**src/rtl/sc_ar_entry_packer_pkg.sv**
```systemverilog
// Shared definitions for the SC AR entry stage: AXI AR field widths, payload
// field offsets (relative to the end of araddr) and credit-counter sizing.
package sc_ar_pkg;

  localparam int unsigned LEN_W   = 8;
  localparam int unsigned SIZE_W  = 3;
  localparam int unsigned BURST_W = 2;
  localparam int unsigned LOCK_W  = 1;
  localparam int unsigned CACHE_W = 4;
  localparam int unsigned PROT_W  = 3;
  localparam int unsigned QOS_W   = 4;

  // Offsets above araddr; araddr itself sits at bit 0.
  localparam int unsigned OFF_LEN   = 0;
  localparam int unsigned OFF_SIZE  = OFF_LEN   + LEN_W;
  localparam int unsigned OFF_BURST = OFF_SIZE  + SIZE_W;
  localparam int unsigned OFF_LOCK  = OFF_BURST + BURST_W;
  localparam int unsigned OFF_CACHE = OFF_LOCK  + LOCK_W;
  localparam int unsigned OFF_PROT  = OFF_CACHE + CACHE_W;
  localparam int unsigned OFF_QOS   = OFF_PROT  + PROT_W;
  localparam int unsigned OFF_ID    = OFF_QOS   + QOS_W;
  localparam int unsigned CTRL_W    = OFF_ID;

  function automatic int unsigned credit_cnt_w(input int unsigned max_credits);
    int unsigned w;
    w = $clog2(max_credits + 1);
    return (w > 4) ? w : 4;
  endfunction

endpackage

```
**src/rtl/sc_ar_entry_packer_skid_fifo2.sv**
```systemverilog
// Two-entry FIFO with a registered not-full flag (ready), low during reset.
module sc_skid_fifo2 #(
  parameter int unsigned W = 8
) (
  input  logic         clk,
  input  logic         rst_n,
  input  logic         push,
  input  logic [W-1:0] din,
  input  logic         pop,
  output logic [W-1:0] dout,
  output logic         empty,
  output logic         ready
);

  logic [W-1:0] mem [2];
  logic         wr_ptr;
  logic         rd_ptr;
  logic [1:0]   count;
  logic [1:0]   count_nxt;

  always_comb begin
    count_nxt = count;
    case ({push, pop})
      2'b10:   count_nxt = count + 2'd1;
      2'b01:   count_nxt = count - 2'd1;
      default: count_nxt = count;
    endcase
  end

  always_ff @(posedge clk or negedge rst_n) begin
    if (!rst_n) begin
      wr_ptr <= 1'b0;
      rd_ptr <= 1'b0;
      count  <= '0;
      ready  <= 1'b0;
    end else begin
      if (push) wr_ptr <= ~wr_ptr;
      if (pop)  rd_ptr <= ~rd_ptr;
      count <= count_nxt;
      ready <= (count_nxt != 2'd2);
    end
  end

  always_ff @(posedge clk) begin
    if (push) mem[wr_ptr] <= din;
  end

  assign dout  = mem[rd_ptr];
  assign empty = (count == 2'd0);

endmodule

```
**src/rtl/sc_ar_entry_packer.sv**
```systemverilog
// AXI AR entry stage: packs AR beats, buffers two, issues on SC credits.
// Optional perf counters enabled by defining SC_AR_PERF_CNT_EN.
module sc_ar_entry_packer
  import sc_ar_pkg::*;
#(
  parameter int unsigned ADDR_W    = 64,
  parameter int unsigned ID_W      = 2,
  parameter int unsigned USER_W    = 83,
  parameter int unsigned CREDITS   = 4,
  parameter int unsigned ROUTE_BIT = 31,
  localparam int unsigned PAYLD_W  = USER_W + ID_W + ADDR_W + CTRL_W
) (
  input  logic                aclk,
  input  logic                aresetn,
  input  logic                s_axi_arvalid,
  output logic                s_axi_arready,
  input  logic [ADDR_W-1:0]   s_axi_araddr,
  input  logic [ID_W-1:0]     s_axi_arid,
  input  logic [LEN_W-1:0]    s_axi_arlen,
  input  logic [SIZE_W-1:0]   s_axi_arsize,
  input  logic [BURST_W-1:0]  s_axi_arburst,
  input  logic                s_axi_arlock,
  input  logic [CACHE_W-1:0]  s_axi_arcache,
  input  logic [PROT_W-1:0]   s_axi_arprot,
  input  logic [QOS_W-1:0]    s_axi_arqos,
  input  logic [USER_W-1:0]   s_axi_aruser,
  output logic                m_sc_req,
  output logic                m_sc_send,
  output logic                m_sc_info,
  output logic [PAYLD_W-1:0]  m_sc_payld,
  input  logic                m_sc_recv,
  output logic                err_credit_ovf
`ifdef SC_AR_PERF_CNT_EN
  ,
  output logic [31:0]         perf_issue_cnt,
  output logic [31:0]         perf_stall_cnt
`endif
);

  localparam int unsigned CW = credit_cnt_w(CREDITS);
  localparam logic [CW-1:0] CREDIT_MAX = CW'(CREDITS);

  logic [PAYLD_W-1:0] ar_payld;
  logic [PAYLD_W-1:0] fifo_dout;
  logic [PAYLD_W-1:0] issue_payld;
  logic               fifo_empty;
  logic               hs;
  logic               credit_ok;
  logic               issue;
  logic               push;
  logic               pop;
  logic [CW-1:0]      credit;
  logic [CW-1:0]      credit_nxt;
  logic               ovf;

  always_comb begin
    ar_payld = '0;
    ar_payld[ADDR_W-1:0]                   = s_axi_araddr;
    ar_payld[ADDR_W+OFF_LEN   +: LEN_W]    = s_axi_arlen;
    ar_payld[ADDR_W+OFF_SIZE  +: SIZE_W]   = s_axi_arsize;
    ar_payld[ADDR_W+OFF_BURST +: BURST_W]  = s_axi_arburst;
    ar_payld[ADDR_W+OFF_LOCK]              = s_axi_arlock;
    ar_payld[ADDR_W+OFF_CACHE +: CACHE_W]  = s_axi_arcache;
    ar_payld[ADDR_W+OFF_PROT  +: PROT_W]   = s_axi_arprot;
    ar_payld[ADDR_W+OFF_QOS   +: QOS_W]    = s_axi_arqos;
    ar_payld[ADDR_W+OFF_ID    +: ID_W]     = s_axi_arid;
    ar_payld[ADDR_W+OFF_ID+ID_W +: USER_W] = s_axi_aruser;
  end

  // A same-cycle credit return may fund this edge's issue; an empty FIFO
  // lets the incoming beat bypass straight to the output register.
  assign hs          = s_axi_arvalid && s_axi_arready;
  assign credit_ok   = (credit != '0) || m_sc_recv;
  assign issue       = credit_ok && (!fifo_empty || hs);
  assign pop         = issue && !fifo_empty;
  assign push        = hs && !(issue && fifo_empty);
  assign issue_payld = fifo_empty ? ar_payld : fifo_dout;
  assign m_sc_req    = !fifo_empty || s_axi_arvalid;

  sc_skid_fifo2 #(
    .W (PAYLD_W)
  ) u_fifo (
    .clk   (aclk),
    .rst_n (aresetn),
    .push  (push),
    .din   (ar_payld),
    .pop   (pop),
    .dout  (fifo_dout),
    .empty (fifo_empty),
    .ready (s_axi_arready)
  );

  always_comb begin
    credit_nxt = credit;
    ovf        = 1'b0;
    case ({m_sc_recv, issue})
      2'b10: begin
        if (credit == CREDIT_MAX) ovf = 1'b1;
        else credit_nxt = credit + CW'(1);
      end
      2'b01:   credit_nxt = credit - CW'(1);
      default: credit_nxt = credit;
    endcase
  end

  always_ff @(posedge aclk or negedge aresetn) begin
    if (!aresetn) begin
      credit         <= CREDIT_MAX;
      err_credit_ovf <= 1'b0;
      m_sc_send      <= 1'b0;
      m_sc_info      <= 1'b0;
      m_sc_payld     <= '0;
    end else begin
      credit    <= credit_nxt;
      m_sc_send <= issue;
      if (ovf) err_credit_ovf <= 1'b1;
      if (issue) begin
        m_sc_payld <= issue_payld;
        m_sc_info  <= issue_payld[ROUTE_BIT];
      end
    end
  end

`ifdef SC_AR_PERF_CNT_EN
  always_ff @(posedge aclk or negedge aresetn) begin
    if (!aresetn) begin
      perf_issue_cnt <= '0;
      perf_stall_cnt <= '0;
    end else begin
      if (m_sc_send) perf_issue_cnt <= perf_issue_cnt + 32'd1;
      if (!fifo_empty && credit == '0) perf_stall_cnt <= perf_stall_cnt + 32'd1;
    end
  end
`endif

endmodule

```
**config.mk**
```make
export PLATFORM = sky130hd
export DESIGN_NAME = sc_ar_entry_packer
export DESIGN_NICKNAME = d
export VERILOG_FILES = /design/src/rtl/sc_ar_entry_packer_pkg.sv /design/src/rtl/sc_ar_entry_packer_skid_fifo2.sv /design/src/rtl/sc_ar_entry_packer.sv
export SDC_FILE = /design/constraint.sdc
export NUM_CORES = 1
export LEC_CHECK = 0
export BUFFER_PORTS_ARGS = -buffer_cell sky130_fd_sc_hd__buf_2
export CAP_MARGIN = 25
export CORE_ASPECT_RATIO = 1.1
export CORE_UTILIZATION = 52
export CTS_BUF_LIST = sky130_fd_sc_hd__clkbuf_4
export CTS_CLUSTER_SIZE = 28
export DETAILED_ROUTE_END_ITERATION = 12
export GPL_ROUTABILITY_DRIVEN = 0
export PLACE_DENSITY = 0.75
export SETUP_SLACK_MARGIN = 0.15
export SYNTH_ARGS = -nofsm -noshare
export SYNTH_HDL_FRONTEND = slang
export SYNTH_HIERARCHICAL = 1
export SYNTH_SLANG_ARGS = --single-unit
```
**constraint.sdc**
```tcl
create_clock -name aclk -period 22.1 [get_ports aclk]
set_input_delay 3.315 -clock aclk [delete_from_list [all_inputs] [get_ports aclk]]
set_output_delay 3.315 -clock aclk [all_outputs]
set_load 0.01 [all_outputs]
```
**After elaboration in Yosys (flattened, before gate mapping)**

Memory sizes are Yosys's and may differ from the RTL's.
Index checks and enable logic that the tools add are counted.

- Logic and storage cells: 45
- Bits in registers: 186
- Bits of input ports: 178
- Bits in writable memories: 348
- Memories: 1
- Output and inout port bits: 179
- Bits in read-only memories: 0
- Latch bits: 0

Memories:

| memory | depth | bits a word | read ports | clocked after memory_dff | wr ports | RTL line | text |
|---|---|---|---|---|---|---|---|
| u_fifo.mem | 2 | 174 | 1 | 0 | 1 | sc_ar_entry_packer_skid_fifo2.sv:15 | `logic [W-1:0] mem [2];` |

- Magnitude comparators: 0
- Reductions and logical operators: 14
- Divide/modulo/power cells: 0
- $add $sub $neg: 4
- Bitwise logic cells: 2
- $mul: 0
- Multiplexer cells: 8
- Equality and inequality tests: 7
- Shifts and indexed selects: 0

Operators by type and width:

| operator | count |
|---|---|
| 174-bit 2-to-1 mux | 1 |
| 4-bit case mux with 2 select lines | 1 |
| 1-bit logical AND | 5 |
| 4-bit by 1-bit adder with 4-bit output, second input constant | 1 |
| 2-bit by 1-bit == test with 1-bit output, second input constant | 2 |
| 2-bit == test, second input constant | 2 |
| 4-bit by 3-bit == test with 1-bit output, second input constant | 1 |
| 1-bit 2-to-1 mux | 4 |
| 4-bit 2-to-1 mux | 1 |
| 2-bit != test, second input constant | 2 |
| 2-bit case mux with 2 select lines | 1 |
| 4-bit nonzero test | 1 |
| 4-bit by 1-bit subtractor with 4-bit output, second input constant | 1 |
| 1-bit logical OR | 3 |
| 2-bit by 1-bit adder with 2-bit output, second input constant | 1 |
| 1-bit zero test | 2 |
| 2-bit zero test | 1 |
| 1-bit inverter | 2 |
| 2-bit AND reduction | 1 |
| 2-bit nonzero test | 1 |
| 2-bit by 1-bit subtractor with 2-bit output, second input constant | 1 |

**Longest topological paths before layout**

Gate-level depths: netlist (run 1).

- Depth after elaboration: 10
- Mapped depth: 10
- Gate-level depth less buffers: 9

**By module**

The synthesis (run 1) kept the hierarchy.

By module, submodules not included:

| module | area an instance (um2) | cells an instance | times used | sequential area each (um2) |
|---|---|---|---|---|
| sc_skid_fifo2 | 12,831.1 | 562 | 1 | 10,575.1 |
| sc_ar_entry_packer | 8,449.4 | 804 | 1 | 4,505.6 |

**Worst setup path after synthesis (run 1)**

OpenSTA, ideal clock, no wires.

- Kind: input port to flip-flop
- From: input port m_sc_recv
- To: memory u_fifo/mem[0][0] (netlist name) (enable)
- Path slack: 10.262 ns
- Path buffers: 0
- Setup time: 0.710 ns
- Data arrival time: 11.128 ns
- Data required time: 21.390 ns
- Stages: 5
- Cells stage by stage: nor2_1 -> nand2_1 -> a21oi_1 -> inv_1 -> nor2_1

- Word-level cells in the longest chain between the ends: 7

Ends and longest elaborated chain:

| element | RTL line | text |
|---|---|---|
| from (decl) | sc_ar_entry_packer.sv:31 | `input logic m_sc_recv,` |
| 1-bit logical OR | sc_ar_entry_packer.sv:73 | `assign credit_ok = (credit != '0) \|\| m_sc_recv;` |
| 1-bit logical AND | sc_ar_entry_packer.sv:74 | `assign issue = credit_ok && (!fifo_empty \|\| hs);` |
| 1-bit logical AND | sc_ar_entry_packer.sv:76 | `assign push = hs && !(issue && fifo_empty);` |
| 1-bit zero test | sc_ar_entry_packer.sv:76 |  |
| 1-bit logical AND | sc_ar_entry_packer.sv:76 |  |
| named net push | sc_ar_entry_packer.sv:50 | `logic push;` |
| 1-bit 2-to-1 mux | sc_ar_entry_packer_skid_fifo2.sv:45 | `if (push) mem[wr_ptr] <= din;` |
| 1-bit 2-to-1 mux (implied by the code) | sc_ar_entry_packer_skid_fifo2.sv:45 |  |
| to (decl) | sc_ar_entry_packer_skid_fifo2.sv:15 |  |

The timed path passes the listed nets, and every way through them passes these cells.

**Worst setup path in the final report (run 1)**

- From: input port s_axi_arvalid
- To: output port m_sc_req

- Word-level cells in the longest chain between the ends: 1

Ends and longest elaborated chain:

| element | RTL line | text |
|---|---|---|
| from (decl) | sc_ar_entry_packer.sv:15 | `input logic s_axi_arvalid,` |
| 1-bit logical OR | sc_ar_entry_packer.sv:78 | `assign m_sc_req = !fifo_empty \|\| s_axi_arvalid;` |
| to (decl) | sc_ar_entry_packer.sv:27 | `output logic m_sc_req,` |

Every way passes these cells.

==> out/results.txt, run 1 <==
CP Launch Type -> input pin
Die Wd -> 195 um
Setup TNS -> 0 ps
Remaining DRCs -> 0
Pwr dens -> 148 nW/um^2
Reg-to-Reg Start -> u_fifo/count[0]
Number of flops mapped to enable cells by yosys -> 348
WHS Endpoint -> err_credit_ovf
NetSw -> 1.26 mW
Total CTS buffers -> 137
Count of input and output buffers -> 356
Synth area leaders -> edfxtp_1, dfrtp_1, mux2_2
Setup violators final -> 0
Fin Hold WS -> 473 ps
CP arrival -> 3710 ps
Worst-path maximum fanout -> 4
Sequential fraction of the synthesis area -> 0.709
Worst-Margin Slew -> 1020 ps
Post-route minimum period -> 7030 ps
RSZ-0062 raised after global routing -> no
Cell with the largest stage delay on the worst path -> buf_2
Fin nets -> 1982
Postcts setup bufs -> 0
Total core area -> 40300 sq um
Max_slew headroom -> 0.323
Top cell type by total area after synthesis -> edfxtp_1
Mapped Cells -> 1366
Worst vdd ir -> 110 uV
Worst hold path type -> flip-flop to flip-flop
Grt ovf -> 0
Drt pass-1 iters -> 5
Finished Core Util -> 0.629
CP required -> 18780 ps
Synth Warn # -> 6
Post-synth top area share -> 0.491
Largest net degree at the start of global routing -> 128
Vias in the first global route -> 13700
# IOs -> 357
Post-DR vias/cell -> 5.23
Worst r2r path cells -> 7
Area Growth Syn to Fin -> 19.1%
Reg2Reg Setup Slack -> 18460 ps
Reg area -> 15100 sq um
Hold path cells -> 1
Crit. End Element -> output pin
Initial Util -> 0.528
Fillers -> 3091
Clock power share -> 0.243
Multi-input gate area -> 5630 sq um
Chip height -> 214 um
Final hold vios -> 0
Clock tree root buffer cell -> clkbuf_4
Post-route insts no fill -> 2436
Leak -> 10.0 nW
Placed cells -> 2171
Critical path class -> input pin to output pin
Hold Crit Start -> err_credit_ovf
Post-DP HPWL -> 26.8 mm
Syn Nets -> 1548
FP Rows -> 77
Comb pwr share -> 0.337
Crit path max-delay family -> buffers and inverters
First-pass GRT wire length -> 71.9 mm
CTS resizes -> 0
Global-route usage over all layers -> 0.221
Most common cell on crit path -> buf_2
H-tree Lvls -> 4
Count leader, synth -> edfxtp_1
Crit-path cells -> buf_2, nand2b_1, buf_2
DR vias -> 12700
Average cell area after synthesis -> 15.6 sq um
Worst Skew -> 40.4 ps
Clk pin slew, worst setup/hold paths -> 70 ps
Share of layout cells above drive strength 1 -> 0.418
Sequential power share -> 0.420
Netlist Area Pre-Place -> 21300 sq um
Hold-fix buffers at CTS -> 0
Fin crit share -> 0.318
Clock Latency Late Sink -> 860 ps
Sw Share -> 0.336
Critical path's largest stage delay -> 140 ps
Initial DRC count -> 726
CTS tree -> done
Max-slew violations -> 0
Internal -> 2.49 mW
Seq cells post-synth -> 533
Cell variety after synth -> 35
Achievable frequency -> 142 MHz
Clk buf depth -> 3
R2R Path End -> m_sc_payld[101]
Buffers & Inverters on Critical Path -> 2
Initial antenna violation count -> 13
DRT Wirelength -> 45.0 mm
Async SR Flop Fraction -> 0.347
WL/cell -> 18.5 um
# Max-Cap Violations -> 0
Run status -> completed
Post-synth top cells -> edfxtp_1, dfrtp_1, nand2_1
Post-route ant nets -> 0
Total die area -> 41700 sq um
Main synth FF type -> edfxtp_1
Sink Count -> 533
state kept, by name, indices dropped and copies added, names as in the netlist:
signal          cells
m_sc_payld        174
u_fifo/mem        348
u_fifo/rd_ptr       1
u_fifo/wr_ptr       1
m_sc_send           1
err_credit_ovf      1
credit              4
u_fifo/ready        1
u_fifo/count        2
placed cells by master (no fill, tap or decap), drive strengths merged:
cell	count
buf	373
edfxtp	348
clkbuf	228
dfrtp	184
nand2	179
o21ai	177
mux2i	175
mux2	174
clkinv	13
inv	12
nor2	9
diode	8
a21oi	6
xor2	5
bufinv	5
xnor2	4
ha	3
clkinvlp	3
a21boi	2
a21o	2
o211ai	2
nor3	1
or3	1
a21bo	1
nand2b	1
o22ai	1
o311a	1
a211o	1
a41o	1
fa	1
dfstp	1
and2	1
area by class of cell:
class / instances / share of cell area
inverters: 6 / 0.000889
well taps: 513 / 0.0253
clock buffers: 227 / 0.0672
multi-input cells: 748 / 0.222
diodes: 8 / 0.000790
flip-flops and latches: 533 / 0.595
clock inverters: 27 / 0.00968
repair buffers: 374 / 0.0788
through the flow:
stage | worst slack (ps) | total power [mW] | instance area [sq um]
after floorplan | 10260 | 2.51 | 21300
after global placement | 15060 | 2.82 | 23300
after detailed placement | 15070 | 2.87 | 23300
after CTS | 15070 | 3.80 | 25200
after global routing | 15050 | 3.99 | 25300
final | 15070 | 3.76 | 25300
metal layers:
| layer | routed length [um] | vias up | global-route usage | share of wire |
|---|---|---|---|---|
| li1 | - | 6000 | - | - |
| met1 | 18400 | 6267 | 0.267 | 0.41 |
| met2 | 22400 | 383 | 0.360 | 0.50 |
| met3 | 2900 | 89 | 0.0653 | 0.064 |
| met4 | 1250 | 10 | 0.111 | 0.028 |
| met5 | 65 | - | 0 | 0.0014 |
worst max path at each step:
| stage | startpoint | endpoint | slack, ps | cells past startpoint |
|---|---|---|---|---|
| 6_report | s_axi_arvalid | m_sc_req | 15070 | 3 |
| 3_5_place_dp | s_axi_arvalid | m_sc_req | 15070 | 3 |
| 5_1_grt | s_axi_arvalid | m_sc_req | 15050 | 3 |
| 4_1_cts | s_axi_arvalid | m_sc_req | 15070 | 3 |
| 2_1_floorplan | m_sc_recv | u_fifo/mem[0][0] | 10260 | 5 |
| 3_3_place_gp | s_axi_arvalid | m_sc_req | 15060 | 3 |
cells by family (layout without fill, tap and decap cells):
| family | count (synthesis) | count (layout) | synth area share |
|---|---|---|---|
| flops | 533 | 533 | 0.709 |
| mux | 349 | 349 | 0.174 |
| compound gates | 194 | 194 | 0.0480 |
| xor+xnor | 9 | 9 | 0.00370 |
| other cells | 0 | 8 | 0 |
| fa+ha+maj | 4 | 4 | 0.00270 |
| simple gates | 192 | 192 | 0.0348 |
| buf+inv | 85 | 634 | 0.0277 |
power groups by stage:
stage | Sequential [mW] | Combinational, mW | Clock (mW)
after floorplan | 1.66 | 0.850 | 0
after global placement | 1.59 | 1.24 | 0
after detailed placement | 1.60 | 1.27 | 0
after CTS | 1.58 | 1.27 | 0.940
after global routing | 1.61 | 1.39 | 0.989
final | 1.58 | 1.27 | 0.913
(Power assumes the default switching activity.)
==> inputs of run 2 (changes only) <==
==> constraint.sdc (replaced) <==
create_clock -name aclk -period 6.9 [get_ports aclk]
set_input_delay 1.035 -clock aclk [delete_from_list [all_inputs] [get_ports aclk]]
set_output_delay 1.035 -clock aclk [all_outputs]
set_load 0.01 [all_outputs]
==> out/results.txt, run 2 (synthesis gave the netlist of run 1 again) <==
Fillers -> 3084
CP arrival -> 4150 ps
Fin crit share -> 0.495
H-tree Lvls -> 4
Fin Hold WS -> 349 ps
Total die area -> 41700 sq um
Final hold vios -> 0
Worst Skew -> 43.8 ps
Share of layout cells above drive strength 1 -> 0.412
Crit. End Element -> flip-flop
Setup ws final -> 3490 ps
Leak -> 9.97 nW
Area Growth Syn to Fin -> 18.4%
Clock Latency Late Sink -> 830 ps
Clk buf depth -> 3
Sequential power share -> 0.426
Chip height -> 214 um
Regs by FF count -> u_fifo/mem (348), m_sc_payld (174), credit (4)
Worst vdd ir -> 278 uV
Initial antenna violation count -> 10
Max FFs per register -> 348
Initial Util -> 0.528
Setup slack at placement -> 3190 ps
Clk pin slew, worst setup/hold paths -> 70 ps
Pwr dens -> 470 nW/um^2
# Max-Cap Violations -> 0
Setup TNS -> 0 ps
Most common cell on crit path -> buf_4
RSZ-0062 raised after global routing -> no
CTS tree -> done
Largest Register -> u_fifo/mem
Fin nets -> 1978
Initial DRC count -> 556
Post-DR vias/cell -> 5.17
Postcts setup bufs -> 0
Post-route minimum period -> 3410 ps
Post-route ant nets -> 0
First-pass GRT wire length -> 70.6 mm
Vias in the first global route -> 13300
Most frequent cells in the layout -> buf_2, edfxtp_1, clkbuf_4, dfrtp_1, nand2_1
Hold-fix buffers at CTS -> 0
NetSw -> 3.98 mW
Global-route usage over all layers -> 0.217
Worst-Margin Slew -> 1110 ps
Worst-path maximum fanout -> 86
Remaining DRCs -> 0
Total core area -> 40300 sq um
WL/cell -> 18.2 um
Most common cell after layout, fill and taps aside -> buf_2
Total CTS buffers -> 137
Sw Share -> 0.336
Critical path's largest stage delay -> 780 ps
Clock power share -> 0.235
Max_slew headroom -> 0.262
Worst hold path type -> input pin to async pin
Drt pass-1 iters -> 5
Internal -> 7.86 mW
CP Launch Type -> flip-flop
Post-DP HPWL -> 26.5 mm
Count of input and output buffers -> 356
Sink Count -> 533
Grt ovf -> 0
CP required -> 7630 ps
Run status -> completed
DRT Wirelength -> 44.3 mm
DR vias -> 12600
Cell with the largest stage delay on the worst path -> buf_4
Achievable frequency -> 293 MHz
Setup violators final -> 0
Comb pwr share -> 0.339
Critical path class -> flip-flop to flip-flop
Crit-path cells -> nor2_4, buf_4, a21boi_2, a21o_4, buf_4, nand2_1, o21ai_1
Die Wd -> 195 um
FP Rows -> 77
CTS resizes -> 0
Largest net degree at the start of global routing -> 184
Worst r2r path cells -> 7
Reg2Reg Setup Slack -> 3490 ps
Max-slew violations -> 0
# IOs -> 357
Clock tree root buffer cell -> clkbuf_4
==> run 2: critical path: cells and delay by family, from the launching register on <==
family | cells | cell delay, ps
buffers and inverters | 2 | 1290
and+or+nand+nor | 2 | 270
AOI/OAI and AO/OA | 3 | 1170
DFF | 1 | 460
==> run 2: final cells by class <==
| class | count | area [sq um] | share of cell area |
|---|---|---|---|
| Timing Repair Buffer | 370 | 1950 | 0.0775 |
| Antenna cell | 6 | 15.0 | 0.000596 |
| Sequential cell | 533 | 15100 | 0.598 |
| Clock buffer | 221 | 1660 | 0.0658 |
| Clock inverter | 32 | 201 | 0.00799 |
| Multi-Input combinational cell | 748 | 5630 | 0.223 |
| Inverter | 6 | 22.5 | 0.000894 |
| Tap cell | 513 | 642 | 0.0255 |
==> run 2: layer usage <==
layer,vias to the layer above,global-route usage,share of wire
met5,-,0,0.0015
met4,10,0.0976,0.026
met3,86,0.0673,0.065
met2,347,0.362,0.50
met1,6114,0.258,0.40
li1,5996,-,-
==> run 2: path summary, 6_finish.rpt <==
| path | from | to |
|---|---|---|
| max | u_fifo/count[0] | m_sc_payld[2] |
| min | aresetn | m_sc_payld[55] |
| max reg2reg | u_fifo/count[0] | m_sc_payld[2] |
| min reg2reg | m_sc_payld[51] | m_sc_payld[51] |
| max in group asynchronous | aresetn | m_sc_payld[29] |
| min in group aclk | s_axi_araddr[37] | u_fifo/mem[1][37] |
==> run 2: per-stage QoR <==
step / utilization / instance area [sq um] / total power, mW / std cells
after floorplan: - / 21300 / 8.02 / 1366
after global placement: 0.579 / 23300 / 9.03 / 2169
after detailed placement: 0.579 / 23300 / 9.17 / 2169
after CTS: 0.625 / 25200 / 12.0 / 2422
after global routing: 0.626 / 25200 / 12.6 / 2427
final: 0.626 / 25200 / 11.8 / 2429
==> run 2: power groups by stage <==
stage	Sequential, mW	Clock [mW]	Combinational [mW]
CTS	5.05	2.88	4.07
finish	5.04	2.78	4.02
global placement	5.05	0	3.98
floorplan	5.30	0	2.72
global route	5.15	3.03	4.42
detailed placement	5.11	0	4.06
==> inputs of run 3 (changes only) <==
==> constraint.sdc (replaced) <==
create_clock -name aclk -period 3.2 [get_ports aclk]
set_input_delay 0.48 -clock aclk [delete_from_list [all_inputs] [get_ports aclk]]
set_output_delay 0.48 -clock aclk [all_outputs]
set_load 0.01 [all_outputs]
==> out/results.txt, run 3 (synthesis gave the netlist of run 1 again) <==
DRT Wirelength -> 48.3 mm
Sink Count -> 533
WHS Endpoint -> u_fifo/wr_ptr
Met3 Use GR -> 0.0670
Max_slew headroom -> 0.456
Final hold vios -> 0
Area Growth Syn to Fin -> 27.6%
Total core area -> 40300 sq um
NetSw -> 8.92 mW
Initial DRC count -> 622
Placed cell area -> 23500 sq um
WL/cell -> 18.6 um
Critical path class -> flip-flop to output pin
Fin crit share -> 0.904
Initial Util -> 0.528
Global-route usage over all layers -> 0.236
Busiest grt layer -> met2
Post-route ant nets -> 0
M1 GR Usage -> 0.274
Worst-path maximum fanout -> 95
Pwr dens -> 967 nW/um^2
Run status -> completed
Initial antenna violation count -> 4
DR vias -> 13600
Crit. End Element -> output pin
Max FFs per register -> 348
Grt ovf -> 0
FP Rows -> 77
Clk buf depth -> 3
Achievable frequency -> 346 MHz
Die Wd -> 195 um
Reg-to-Reg Start -> u_fifo/count[0]
# IOs -> 357
Largest Register -> u_fifo/mem
Met2 Use GR -> 0.406
Comb pwr share -> 0.353
Design area -> 27200 sq um
Setup violators final -> 0
Chip height -> 214 um
Worst hold path type -> input pin to flip-flop
Max-slew violations -> 0
Total die area -> 41700 sq um
Regs by FF count -> u_fifo/mem (348), m_sc_payld (174), credit (4)
Clock Latency Late Sink -> 850 ps
CP required -> 2720 ps
Count of input and output buffers -> 356
Worst vdd ir -> 855 uV
Drt pass-1 iters -> 7
CTS resizes -> 0
RSZ-0062 raised after global routing -> no
Clock tree root buffer cell -> clkbuf_4
Remaining DRCs -> 0
Sw Share -> 0.339
Clk pin slew, worst setup/hold paths -> 60 ps
CTS tree -> done
Worst-Margin Slew -> 816 ps
Most frequent cells in the layout -> buf_2, edfxtp_1, clkbuf_4, dfrtp_1, nand2_1
Leak -> 10.8 nW
Most common cell after layout, fill and taps aside -> buf_2
# Max-Cap Violations -> 0
Pwr Total -> 26.3 mW
Vias in the first global route -> 14800
Post-DP HPWL -> 27.3 mm
Placed cells -> 2179
R2R Path End -> m_sc_payld[150]
First-pass GRT wire length -> 77.4 mm
H-tree Lvls -> 4
Post-route insts no fill -> 2602
Worst r2r path cells -> 6
Post-route minimum period -> 2890 ps
Clock power share -> 0.234
Total CTS buffers -> 135
Fin nets -> 2161
Finished Core Util -> 0.674
Hold path cells -> 4
Largest net degree at the start of global routing -> 109
Sequential power share -> 0.413
Share of layout cells above drive strength 1 -> 0.380
Reg2Reg Setup Slack -> 810 ps
Post-DR vias/cell -> 5.22
Internal -> 17.4 mW
Worst Skew -> 41.0 ps
CP arrival -> 2410 ps
CP Launch Type -> flip-flop
Hold Crit Start -> s_axi_arvalid
[run 3: repair_timing]
action,4_1_cts,5_1_grt
setup buffers,0,0
hold buffers,176,0
hold endpoints to repair,592,0
[run 3: how the worst max path moves through the flow]
stage,start,end,slack (ps),depth (start not counted)
finish,u_fifo/count[0],m_sc_req,310,4
global route,u_fifo/count[0],m_sc_req,170,4
CTS,u_fifo/count[0],m_sc_req,190,4
detailed placement,m_sc_recv,u_fifo/mem[0][80],800,7
global placement,m_sc_recv,u_fifo/mem[0][93],820,7
floorplan,u_fifo/count[0],u_fifo/mem[0][0],-890,7
[run 3: critical path: stages, from the launching register on]
cell	delay [ps]
dfrtp_1	460
nor2_4	270
buf_12	580
nand2b_1	100
buf_2	160
[run 3: metal layers]
metal,up-vias,part of all wire
met5,-,0
met4,0,0.027
met3,81,0.065
met2,424,0.51
met1,6720,0.40
li1,6359,-
[run 3: cell type report]
class,count,area [sq um]
clock buffers,218,1640
flip-flops and latches,533,15100
fillers,2817,13100
well taps,513,642
clock inverters,25,226
diodes,4,10.0
multi-input cells,748,5640
inverters,6,22.5
repair buffers,555,3900
[run 3: power by group through the flow]
stage          registers, mW  logic (mW)  clock network, mW
4_1_cts                 10.8        9.27               6.33
3_5_place_dp            11.0        9.08                  0
2_1_floorplan           11.3        5.91                  0
6_report                10.9        9.27               6.15
3_3_place_gp            10.8        8.86                  0
5_1_grt                 11.1        10.1               6.66
[run 3: metrics by stage]
step / setup TNS (ps) / hold WS [ps] / setup slack (ps)
2_1_floorplan: -235210 / 184 / -894
4_1_cts: 0 / 44.2 / 190
3_3_place_gp: 0 / 461 / 823
6_report: 0 / 150 / 306
3_5_place_dp: 0 / 458 / 795
5_1_grt: 0 / 103 / 169
